### src/rtl/incubator_pkg.sv
// Shared types and constants for the incubator chamber thermal model.
package incubator_pkg;

    localparam int TEMP_W  = 8;
    localparam int DELTA_W = 10;

    typedef logic signed [TEMP_W-1:0]  temp_t;
    typedef logic signed [DELTA_W-1:0] delta_t;

    localparam int T_MIN = -40;
    localparam int T_MAX = 80;

    // Cooler rotation speed codes driven by the controller.
    localparam logic [3:0] CRS_OFF  = 4'd0;
    localparam logic [3:0] CRS_LOW  = 4'd4;
    localparam logic [3:0] CRS_MED  = 4'd6;
    localparam logic [3:0] CRS_HIGH = 4'd8;

    // Heater element state: heat only reaches the chamber once HOT.
    typedef enum logic [1:0] {
        HS_COLD    = 2'd0,
        HS_WARMING = 2'd1,
        HS_HOT     = 2'd2
    } heat_state_e;

    // Saturate a wide intermediate into the legal temperature window.
    function automatic temp_t clamp_temp(input delta_t v, input delta_t lo, input delta_t hi);
        delta_t r;
        r = v;
        if (v < lo) r = lo;
        if (v > hi) r = hi;
        return temp_t'(r);
    endfunction

endpackage

### src/rtl/incubator_plant_tick_gen.sv
// Thermal step prescaler: one tick every TICK_DIV cycles, restartable.
module tick_gen #(
    parameter int TICK_DIV = 16
) (
    input  logic clk,
    input  logic rst_n,
    input  logic clear,
    output logic tick
);

    localparam int CW = (TICK_DIV > 2) ? $clog2(TICK_DIV) : 1;

    logic [CW-1:0] cnt_q, cnt_d;
    logic          wrap;

    assign wrap = (cnt_q == CW'(TICK_DIV - 1));
    // A clear (forced load) suppresses the step that would otherwise fire.
    assign tick = wrap & ~clear;

    // Next prescaler value: restart on clear or on wrap.
    always_comb begin
        cnt_d = cnt_q + CW'(1);
        if (clear || wrap) cnt_d = '0;
    end

    // Prescaler register.
    always_ff @(posedge clk or negedge rst_n) begin
        if (!rst_n) cnt_q <= '0;
        else        cnt_q <= cnt_d;
    end

endmodule

### src/rtl/incubator_plant.sv
// Behavioural chamber model: turns heater/cooler commands into temperature.
module incubator_plant
    import incubator_pkg::*;
#(
    parameter int TICK_DIV  = 16,
    parameter int INIT_TEMP = 20,
    parameter int AMBIENT   = 20,
    parameter int HEAT_STEP = 2,
    parameter int WARMUP    = 3,
    parameter int T_MIN     = incubator_pkg::T_MIN,
    parameter int T_MAX     = incubator_pkg::T_MAX
) (
    input  logic        clk,
    input  logic        reset,
    input  logic        heater,
    input  logic        cooler,
    input  logic [3:0]  crs,
    input  logic        load_en,
    input  logic [7:0]  load_temp,
    output logic [7:0]  temperature,
    output logic        tick,
    output logic        fault,
    output heat_state_e heat_state
);

    localparam int CNT_W = (WARMUP > 1) ? $clog2(WARMUP + 1) : 1;

    // Valid/ready does not apply here: every input is a level sampled only
    // on the step edge (or on the load edge for load_en/load_temp).

    logic             step;
    heat_state_e      state_q, state_d;
    logic [CNT_W-1:0] cnt_q, cnt_d, cnt_nxt;
    temp_t            temp_q, temp_d;
    logic             fault_q, fault_d;
    delta_t           delta;
    delta_t           temp_ext;
    delta_t           load_ext;
    logic             unused_crs0;

    assign unused_crs0 = crs[0];

    tick_gen #(.TICK_DIV(TICK_DIV)) u_tick_gen (
        .clk   (clk),
        .rst_n (reset),
        .clear (load_en),
        .tick  (step)
    );

    assign temp_ext = $signed({{(DELTA_W-TEMP_W){temp_q[TEMP_W-1]}}, temp_q});
    assign load_ext = $signed({{(DELTA_W-TEMP_W){load_temp[TEMP_W-1]}}, load_temp});
    assign cnt_nxt  = (state_q == HS_COLD) ? CNT_W'(1) : cnt_q + CW_ONE();

    function automatic logic [CNT_W-1:0] CW_ONE();
        return CNT_W'(1);
    endfunction

    // Step logic: heater warm-up FSM, temperature delta, clamp and fault.
    always_comb begin
        state_d = state_q;
        cnt_d   = cnt_q;
        temp_d  = temp_q;
        fault_d = fault_q;
        delta   = '0;
        if (load_en) begin
            temp_d = clamp_temp(load_ext, delta_t'(T_MIN), delta_t'(T_MAX));
        end else if (step) begin
            case ({heater, cooler})
                2'b10: begin
                    if (state_q != HS_HOT) begin
                        cnt_d   = cnt_nxt;
                        state_d = (cnt_nxt >= CNT_W'(WARMUP)) ? HS_HOT : HS_WARMING;
                    end
                    // The step that enters HOT already delivers heat.
                    if (state_d == HS_HOT) delta = delta_t'(HEAT_STEP);
                end
                2'b01: begin
                    state_d = HS_COLD;
                    cnt_d   = '0;
                    delta   = -$signed({{(DELTA_W-3){1'b0}}, crs[3:1]});
                end
                2'b00: begin
                    state_d = HS_COLD;
                    cnt_d   = '0;
                    if (temp_q < temp_t'(AMBIENT))      delta = delta_t'(1);
                    else if (temp_q > temp_t'(AMBIENT)) delta = -delta_t'(1);
                end
                default: begin
                    // Both actuators on: latch the fault, hold temperature.
                    state_d = HS_COLD;
                    cnt_d   = '0;
                    fault_d = 1'b1;
                end
            endcase
            temp_d = clamp_temp(temp_ext + delta, delta_t'(T_MIN), delta_t'(T_MAX));
        end
    end

    // State, temperature and fault registers.
    always_ff @(posedge clk or negedge reset) begin
        if (!reset) begin
            state_q <= HS_COLD;
            cnt_q   <= '0;
            temp_q  <= temp_t'(INIT_TEMP);
            fault_q <= 1'b0;
        end else begin
            state_q <= state_d;
            cnt_q   <= cnt_d;
            temp_q  <= temp_d;
            fault_q <= fault_d;
        end
    end

    assign temperature = temp_q;
    assign fault       = fault_q;
    assign tick        = step;
    assign heat_state  = state_q;

endmodule

### config.mk
export PLATFORM = sky130hd
export DESIGN_NAME = incubator_plant
export DESIGN_NICKNAME = d
export VERILOG_FILES = /design/src/rtl/incubator_pkg.sv /design/src/rtl/incubator_plant_tick_gen.sv /design/src/rtl/incubator_plant.sv
export SDC_FILE = /design/constraint.sdc
export NUM_CORES = 1
export LEC_CHECK = 0
export BUFFER_PORTS_ARGS = -buffer_cell sky130_fd_sc_hd__buf_2
export CELL_PAD_IN_SITES_DETAIL_PLACEMENT = 1
export CELL_PAD_IN_SITES_GLOBAL_PLACEMENT = 2
export CORE_MARGIN = 10
export CORE_UTILIZATION = 30
export DETAILED_ROUTE_END_ITERATION = 16
export GPL_ROUTABILITY_DRIVEN = 0
export GPL_TIMING_DRIVEN = 0
export PLACE_DENSITY = 0.76
export SETUP_SLACK_MARGIN = 0.1
export SYNTH_ARGS = -nofsm -noshare
export SYNTH_HDL_FRONTEND = slang
export SYNTH_HIERARCHICAL = 1
export SYNTH_SLANG_ARGS = --single-unit
### constraint.sdc
create_clock -name clk -period 3.06 [get_ports clk]
set_clock_uncertainty 0.15 [all_clocks]
set_input_delay 0.918 -clock clk [delete_from_list [all_inputs] [get_ports clk]]
set_output_delay 0.918 -clock clk [all_outputs]
set_load 0.05 [all_outputs]
# After elaboration in Yosys (flattened, before gate mapping)
# Index checks and enable logic that the tools add are counted.
# totals
reg_bits	17
inputBits	17
output_inout_bits	12
word_cells	55
# op_classes
addsub	4
order_cmp	7
eq_ne	6
n_mux	22
bitwise	3
n_reduce_logical	8
# op_table
operator	count
$mux W8	6
$mux W10	4
$pmux W10 S3	1
$mux W2	10
$add A8 B10 Y10	1
$gt A10 B8 Y1 const B	1
$lt A10 B7 Y1 const B	1
$neg A3 Y10	1
$gt A8 B6 Y1 const B	1
$gt A8 B8 Y1 const B	1
$lt A8 B6 Y1 const B	1
$lt A8 B7 Y1 const B	1
$reduce_and A3 Y1	2
$add A4 B1 Y4 const B	1
$eq A2 B2 Y1 const B	2
$eq A4 B4 Y1 const B	1
$logic_not A2 Y1	2
$mux W4	1
$ne A2 B2 Y1 const B	2
$reduce_or A3 Y1	1
$add A2 B1 Y2 const B	1
$eq A2 B1 Y1 const B	1
$ge A2 B2 Y1 const B	1
$not A1 Y1	2
other kinds (4)	4

# Longest topological paths before layout
# logic_depth
word_depth	19
depth_mapped	14
mapped_depth_nobuf	14

# Modules after synthesis
# The synthesis kept the hierarchy.
# modules_own_cells
module	n_inst	cells_per_inst	area_each_um2	seq_area_each_um2
incubator_plant	1	176	1447.6	327.8
tick_gen	1	15	175.2	100.1

# Worst setup path before layout
# Ideal clock, no wire load.
# synth_timing
path_type	in2reg
start	input port heater
end	register temp_q[4], in the netlist temperature[4]
setup_ns	0.082
t_arrival_ns	3.474
required_ns	2.828
setup_slack_ns	-0.646
path_stages	12
path_buffers	0
cell_sequence	a311oi_1 > a21o_1 > ha_1 > inv_1 > fa_1 > nand2b_2 > a21oi_2 > mux2i_1 > a2111oi_4 > a2111o_1 > o32a_4 > o31a_1
# synth_via
elab_chain_cells	10
elab_cells_between_ends	13
cone_classes	add/sub: 1; order compare: 2; eq/ne: 2; mux: 7; reduce/logical: 1
# synth_lines
item	line_no	source
start: declaration	incubator_plant.sv:15	input logic heater,
$eq A2 B1 Y1 (tied with other cells)	incubator_plant.sv:68	case ({heater, cooler})
$pmux W10 S3 (*)	incubator_plant.sv:68	
$mux W10 (*)	incubator_plant.sv:67	end else if (step) begin
$mux W10 (*)	incubator_plant.sv:65	if (load_en) begin
$add A8 B10 Y10 (*)	incubator_plant.sv:95	temp_d = clamp_temp(temp_ext + delta, delta_t'(T_MIN), delta_t'(T_MAX));
$lt A10 B7 Y1	incubator_pkg.sv:30	if (v < lo) r = lo;
$mux W8	incubator_pkg.sv:30	
$mux W8 (*)	incubator_pkg.sv:31	if (v > hi) r = hi;
$mux W8 (*)	incubator_plant.sv:67	
$mux W8 (*)	incubator_plant.sv:65	
end signal: assignment	incubator_plant.sv:104	temp_q <= temp_t'(INIT_TEMP);
end signal: assignment	incubator_plant.sv:109	temp_q <= temp_d;
end: declaration	incubator_plant.sv:34	temp_t temp_q, temp_d;
# Mark *: on every way between the ends. The rest lies on a longest branch, timed or not. The select of a mux whose other input is x is not followed.
# A chain may end at the register's enable or synchronous reset.

# Final worst setup path
# layout_timing
start	input port cooler
end	register temp_q[4], in the netlist temperature[4]
# layout_via
elab_chain_cells	10
elab_cells_between_ends	13
cone_classes	add/sub: 1; order compare: 2; eq/ne: 2; mux: 7; reduce/logical: 1
# layout_lines
item	line_no	source
start: declaration	incubator_plant.sv:16	input logic cooler,
$eq A2 B1 Y1 (tied with other cells)	incubator_plant.sv:68	
$pmux W10 S3 (*)	incubator_plant.sv:68	
$mux W10 (*)	incubator_plant.sv:67	
$mux W10 (*)	incubator_plant.sv:65	
$add A8 B10 Y10 (*)	incubator_plant.sv:95	
$lt A10 B7 Y1	incubator_pkg.sv:30	
$mux W8	incubator_pkg.sv:30	
$mux W8 (*)	incubator_pkg.sv:31	
$mux W8 (*)	incubator_plant.sv:67	
$mux W8 (*)	incubator_plant.sv:65	
# Marks and branches as above.

==> impl_results.html <==
<table>
<tr><th>Metric</th><th>Value</th></tr>
<tr><th colspan="2">Clocking</th></tr>
<tr><td>Clock tree from TritonCTS</td><td>built</td></tr>
<tr><td>Worst-skew pair later-pin latency</td><td>260 ps</td></tr>
<tr><td>Clock tree root buffer cell</td><td>sky130_fd_sc_hd__clkbuf_8</td></tr>
<tr><td>Sinks on Clock Net</td><td>17</td></tr>
<tr><td>Hold buffers post-CTS</td><td>0</td></tr>
<tr><td>Clock-pin slew on the worst setup and hold paths</td><td>70 ps</td></tr>
<tr><td>Maximum level of the CTS H-tree</td><td>1</td></tr>
<tr><td>Num CTS Buffers</td><td>3</td></tr>
<tr><td>Largest buffer count on any clock path</td><td>2</td></tr>
<tr><th colspan="2">Min path</th></tr>
<tr><td>Worst min path class</td><td>flop to flop</td></tr>
<tr><th colspan="2">Layout</th></tr>
<tr><td>Filler cells</td><td>616</td></tr>
<tr><td>Total non-filler cell area in the finished layout</td><td>2230 µm²</td></tr>
<tr><td>Number of antenna cells inserted</td><td>0</td></tr>
<tr><td>Share of final-layout standard cells stronger than drive strength 1</td><td>0.400</td></tr>
<tr><td>Signed area change from the synthesized netlist to the final layout</td><td>37.2%</td></tr>
<tr><td>Nets@finish</td><td>262</td></tr>
<tr><th colspan="2">Timing</th></tr>
<tr><td>Worst slew margin relative to its limit</td><td>0.686</td></tr>
<tr><td>Accumulated negative setup slack</td><td>-3010 ps</td></tr>
<tr><td>Worst Max-Slew Pin Slew</td><td>469 ps</td></tr>
<tr><td>Max frequency</td><td>278 MHz</td></tr>
<tr><td>Ratio of final minimum period to clock period</td><td>1.18</td></tr>
<tr><td>Final worst setup slack</td><td>-543 ps</td></tr>
<tr><td>Clock period minus final worst setup slack</td><td>between 3000 and 4000 ps</td></tr>
<tr><td>RSZ-0062 raised after global routing</td><td>true</td></tr>
<tr><td>Final setup violation count</td><td>7</td></tr>
<tr><td>Final count of pins violating max slew</td><td>0</td></tr>
<tr><td>Total count of hold-check failures in the final report</td><td>0</td></tr>
<tr><th colspan="2">Placed design</th></tr>
<tr><td>Post-detailed-placement cell area</td><td>1880 µm²</td></tr>
<tr><td>HPWL after detailed placement</td><td>3.83 mm</td></tr>
<tr><td>Placement Setup Slack</td><td>-979 ps</td></tr>
<tr><td>Port bufs</td><td>27</td></tr>
<tr><th colspan="2">Die</th></tr>
<tr><td>Starting utilization of the core area</td><td>0.314</td></tr>
<tr><td>Total number of placement rows</td><td>26</td></tr>
<tr><td>Die width</td><td>93.6 µm</td></tr>
<tr><td>Die area</td><td>about 8800 µm²</td></tr>
<tr><td>Io pins</td><td>29</td></tr>
<tr><td>Die span in y</td><td>slightly above 90 µm</td></tr>
<tr><td>Floorplan Core Area</td><td>5170 µm²</td></tr>
<tr><th colspan="2">Global route</th></tr>
<tr><td>Residual overflow from global routing</td><td>0</td></tr>
<tr><td>Number of antenna violations at the first check in global routing</td><td>0</td></tr>
<tr><td>Number of global-route vias before repair</td><td>1670</td></tr>
<tr><td>Largest net degree at the start of global routing</td><td>18</td></tr>
<tr><td>Overall fraction of global-route tracks in use</td><td>0.113</td></tr>
<tr><td>Global-route wire length before repair</td><td>8.19 mm</td></tr>
<tr><th colspan="2">Pwr</th></tr>
<tr><td>Total leakage power</td><td>approximately 0.9 nW</td></tr>
<tr><td>PD cells</td><td>457 nW/µm²</td></tr>
<tr><td>Worst VDD drop</td><td>approximately 0.00016 V</td></tr>
<tr><th colspan="2">Critical path</th></tr>
<tr><td>Critical path start-end classification</td><td>input port to flop</td></tr>
<tr><td>Crit Path Max Fanout</td><td>5</td></tr>
<tr><td>Largest incremental delay on the critical path</td><td>440 ps</td></tr>
<tr><td>Critical path launch point type</td><td>input port</td></tr>
<tr><td>Critical path data required time</td><td>3100 ps</td></tr>
<tr><td>Cell-by-cell trace of the critical path</td><td>buf_8 -&gt; a311oi_4 -&gt; a21o_1 -&gt; ha_2 -&gt; inv_2 -&gt; fa_2 -&gt; nand2b_4 -&gt; a211o_4 -&gt; nor2_4 -&gt; a211oi_4 -&gt; a2111o_1 -&gt; o32a_4 -&gt; o31a_1</td></tr>
<tr><td>Critical path's slowest cell</td><td>sky130_fd_sc_hd__a2111o_1</td></tr>
<tr><td>Worst EP arrival</td><td>3640 ps</td></tr>
<tr><td>Kind of end point of the critical path</td><td>flop</td></tr>
<tr><th colspan="2">Logic synthesis</th></tr>
<tr><td>Synth warn</td><td>6</td></tr>
<tr><td>Number of synthesized register bits</td><td>17</td></tr>
<tr><td>EDFF count, synth</td><td>0</td></tr>
<tr><td>Dominant register cell in the synthesized netlist</td><td>sky130_fd_sc_hd__dfrtp_1</td></tr>
<tr><td>Share of flip-flops with an asynchronous set or reset after synthesis</td><td>1.00</td></tr>
<tr><td>Net Count, Synth</td><td>222</td></tr>
<tr><td>Post-synthesis instance area</td><td>1620 µm²</td></tr>
<tr><td>Number of instances in the synthesized netlist</td><td>191</td></tr>
<tr><td>Synth cell types</td><td>50</td></tr>
<tr><td>Average footprint of a synthesized cell</td><td>8.50 µm²</td></tr>
<tr><td>Sequential cell area fraction in the yosys report</td><td>0.264</td></tr>
<tr><th colspan="2">Job</th></tr>
<tr><td>Max-cap viol count</td><td>0</td></tr>
<tr><th colspan="2">Route</th></tr>
<tr><td>Number of iterations in the first detailed-routing pass</td><td>4</td></tr>
<tr><td>Number of nets with antenna violations after detailed routing</td><td>0</td></tr>
<tr><td>Vias post-DR</td><td>between 1500 and 2000</td></tr>
<tr><td>Routed via count divided by cell count</td><td>5.30</td></tr>
<tr><td>Initial DRC count</td><td>26</td></tr>
<tr><td>Per-cell routed wire length</td><td>16.8 µm</td></tr>
<tr><td>DRC</td><td>0</td></tr>
<tr><td>Detailed Route WL</td><td>a little over 5 mm</td></tr>
<tr><th colspan="2">Outcome</th></tr>
<tr><td>Run status</td><td>complete, but fails checks</td></tr>
<tr><td>Violated checks</td><td>setup timing</td></tr>
</table>
cell usage after synthesis, drive strengths merged, types with 2 or more instances:
cell	n	area share
o31ai	5	0.032
o22ai	4	0.015
o211ai	2	0.0092
a311oi	4	0.025
nand2b	7	0.029
o21ai	12	0.037
a21oi	16	0.056
a211oi	3	0.017
a22oi	4	0.019
a31oi	3	0.012
buf	4	0.025
nor3	4	0.012
o31a	2	0.012
dfrtp	15	0.23
nand2	20	0.046
xnor2	3	0.016
dfstp	2	0.032
xor2	3	0.016
and2	2	0.0077
inv	11	0.025
ha	13	0.10
nand3	4	0.012
nor2b	6	0.023
a21o	5	0.023
nor2	20	0.046
metal layers:
metal  track usage  routed length, µm  vias up
met5             0                  0        -
met4        0.0228                 35        0
met3        0.0264                172        5
met2         0.191               2530       22
met1         0.143               2300      780
li1              -                  -      784
cell type report:
cell class              instances  area [µm²]  area share
flip-flops and latches         17         428       0.192
multi-input cells             159        1380       0.617
clock buffers                   4        45.0      0.0202
well taps                      70        87.6      0.0393
plain buffers                   4        45.0      0.0202
repair buffers                 35         205      0.0921
inverters                      11        41.3      0.0185
layout by cell type (no fill, tap or decap), types with 4 or more instances in the layout:
cell,instances
sky130_fd_sc_hd__nor2b_1,5
sky130_fd_sc_hd__o22ai_1,4
sky130_fd_sc_hd__buf_2,26
sky130_fd_sc_hd__ha_1,6
sky130_fd_sc_hd__nand2b_4,4
sky130_fd_sc_hd__nand2_1,17
sky130_fd_sc_hd__inv_1,9
sky130_fd_sc_hd__o21ai_0,9
sky130_fd_sc_hd__a22oi_1,4
sky130_fd_sc_hd__buf_4,8
sky130_fd_sc_hd__a21oi_1,9
sky130_fd_sc_hd__ha_4,4
sky130_fd_sc_hd__a21o_1,5
sky130_fd_sc_hd__nand3_1,4
sky130_fd_sc_hd__buf_6,4
sky130_fd_sc_hd__nor2_1,17
sky130_fd_sc_hd__nor3_1,4
sky130_fd_sc_hd__dfrtp_1,15
sky130_fd_sc_hd__a21oi_2,4
logic make-up after synthesis:
| family | count (synthesis) | share of synthesized area |
|---|---|---|
| buffers and inverters | 15 | 0.0509 |
| XOR/XNOR | 6 | 0.0324 |
| flip-flops | 17 | 0.264 |
| AND/OR/NAND/NOR | 70 | 0.211 |
| multiplexers | 1 | 0.00617 |
| AO/OA/AOI/OAI | 68 | 0.323 |
| adder cells (fa/ha/maj) | 14 | 0.113 |
power breakdown:
| part | switching, W | internal [W] | leakage [nW] | total, W |
|---|---|---|---|---|
| sequential | 0.0000293 | 0.000246 | 0.214 | 0.000275 |
| clock | 0.0000826 | 0.0000926 | 0.0228 | 0.000175 |
| combinational | 0.000328 | 0.000239 | 0.674 | 0.000567 |
sequential cells by signal, summed over array words and instances, names as in the netlist:
register	count
cnt_q	2
temperature	8
heat_state	2
u_tick_gen/cnt_q	4
fault	1
critical path: cells and delay by family:
| kind | cells | cell delay (ps) |
|---|---|---|
| buffers and inverters | 2 | 150 |
| AOI/OAI and AO/OA | 7 | 1800 |
| adders and majority gates | 2 | 510 |
| and+or+nand+nor | 2 | 290 |
final timing paths:
path | cells past startpoint | from | slack (ps) | end
hold / removal | 1 | fault | 340 | fault
setup / recovery | 13 | cooler | -540 | temperature[4]
max in group asynchronous | 1 | reset | 2010 | temperature[2]
setup reg to reg | 13 | temperature[2] | -510 | temperature[4]
hold reg to reg | 1 | fault | 340 | fault
min in group asynchronous | 1 | reset | 430 | u_tick_gen/cnt_q[3]
through the flow:
stage,utilization,total power (W),hold slack [ps],std cells
finish,0.431,0.00102,339,300
global route,0.431,0.00109,355,300
CTS,0.396,0.000941,329,296
detailed placement,0.364,0.000723,311,288
global placement,0.364,0.000717,306,288
floorplan,-,0.000611,302,191
what timing repair did:
action	in CTS	in global routing
setup endpoints to repair	8	9
resized for setup	19	27
setup buffers	4	4
pin swaps	7	23
Power figures use the tool's default switching activity.
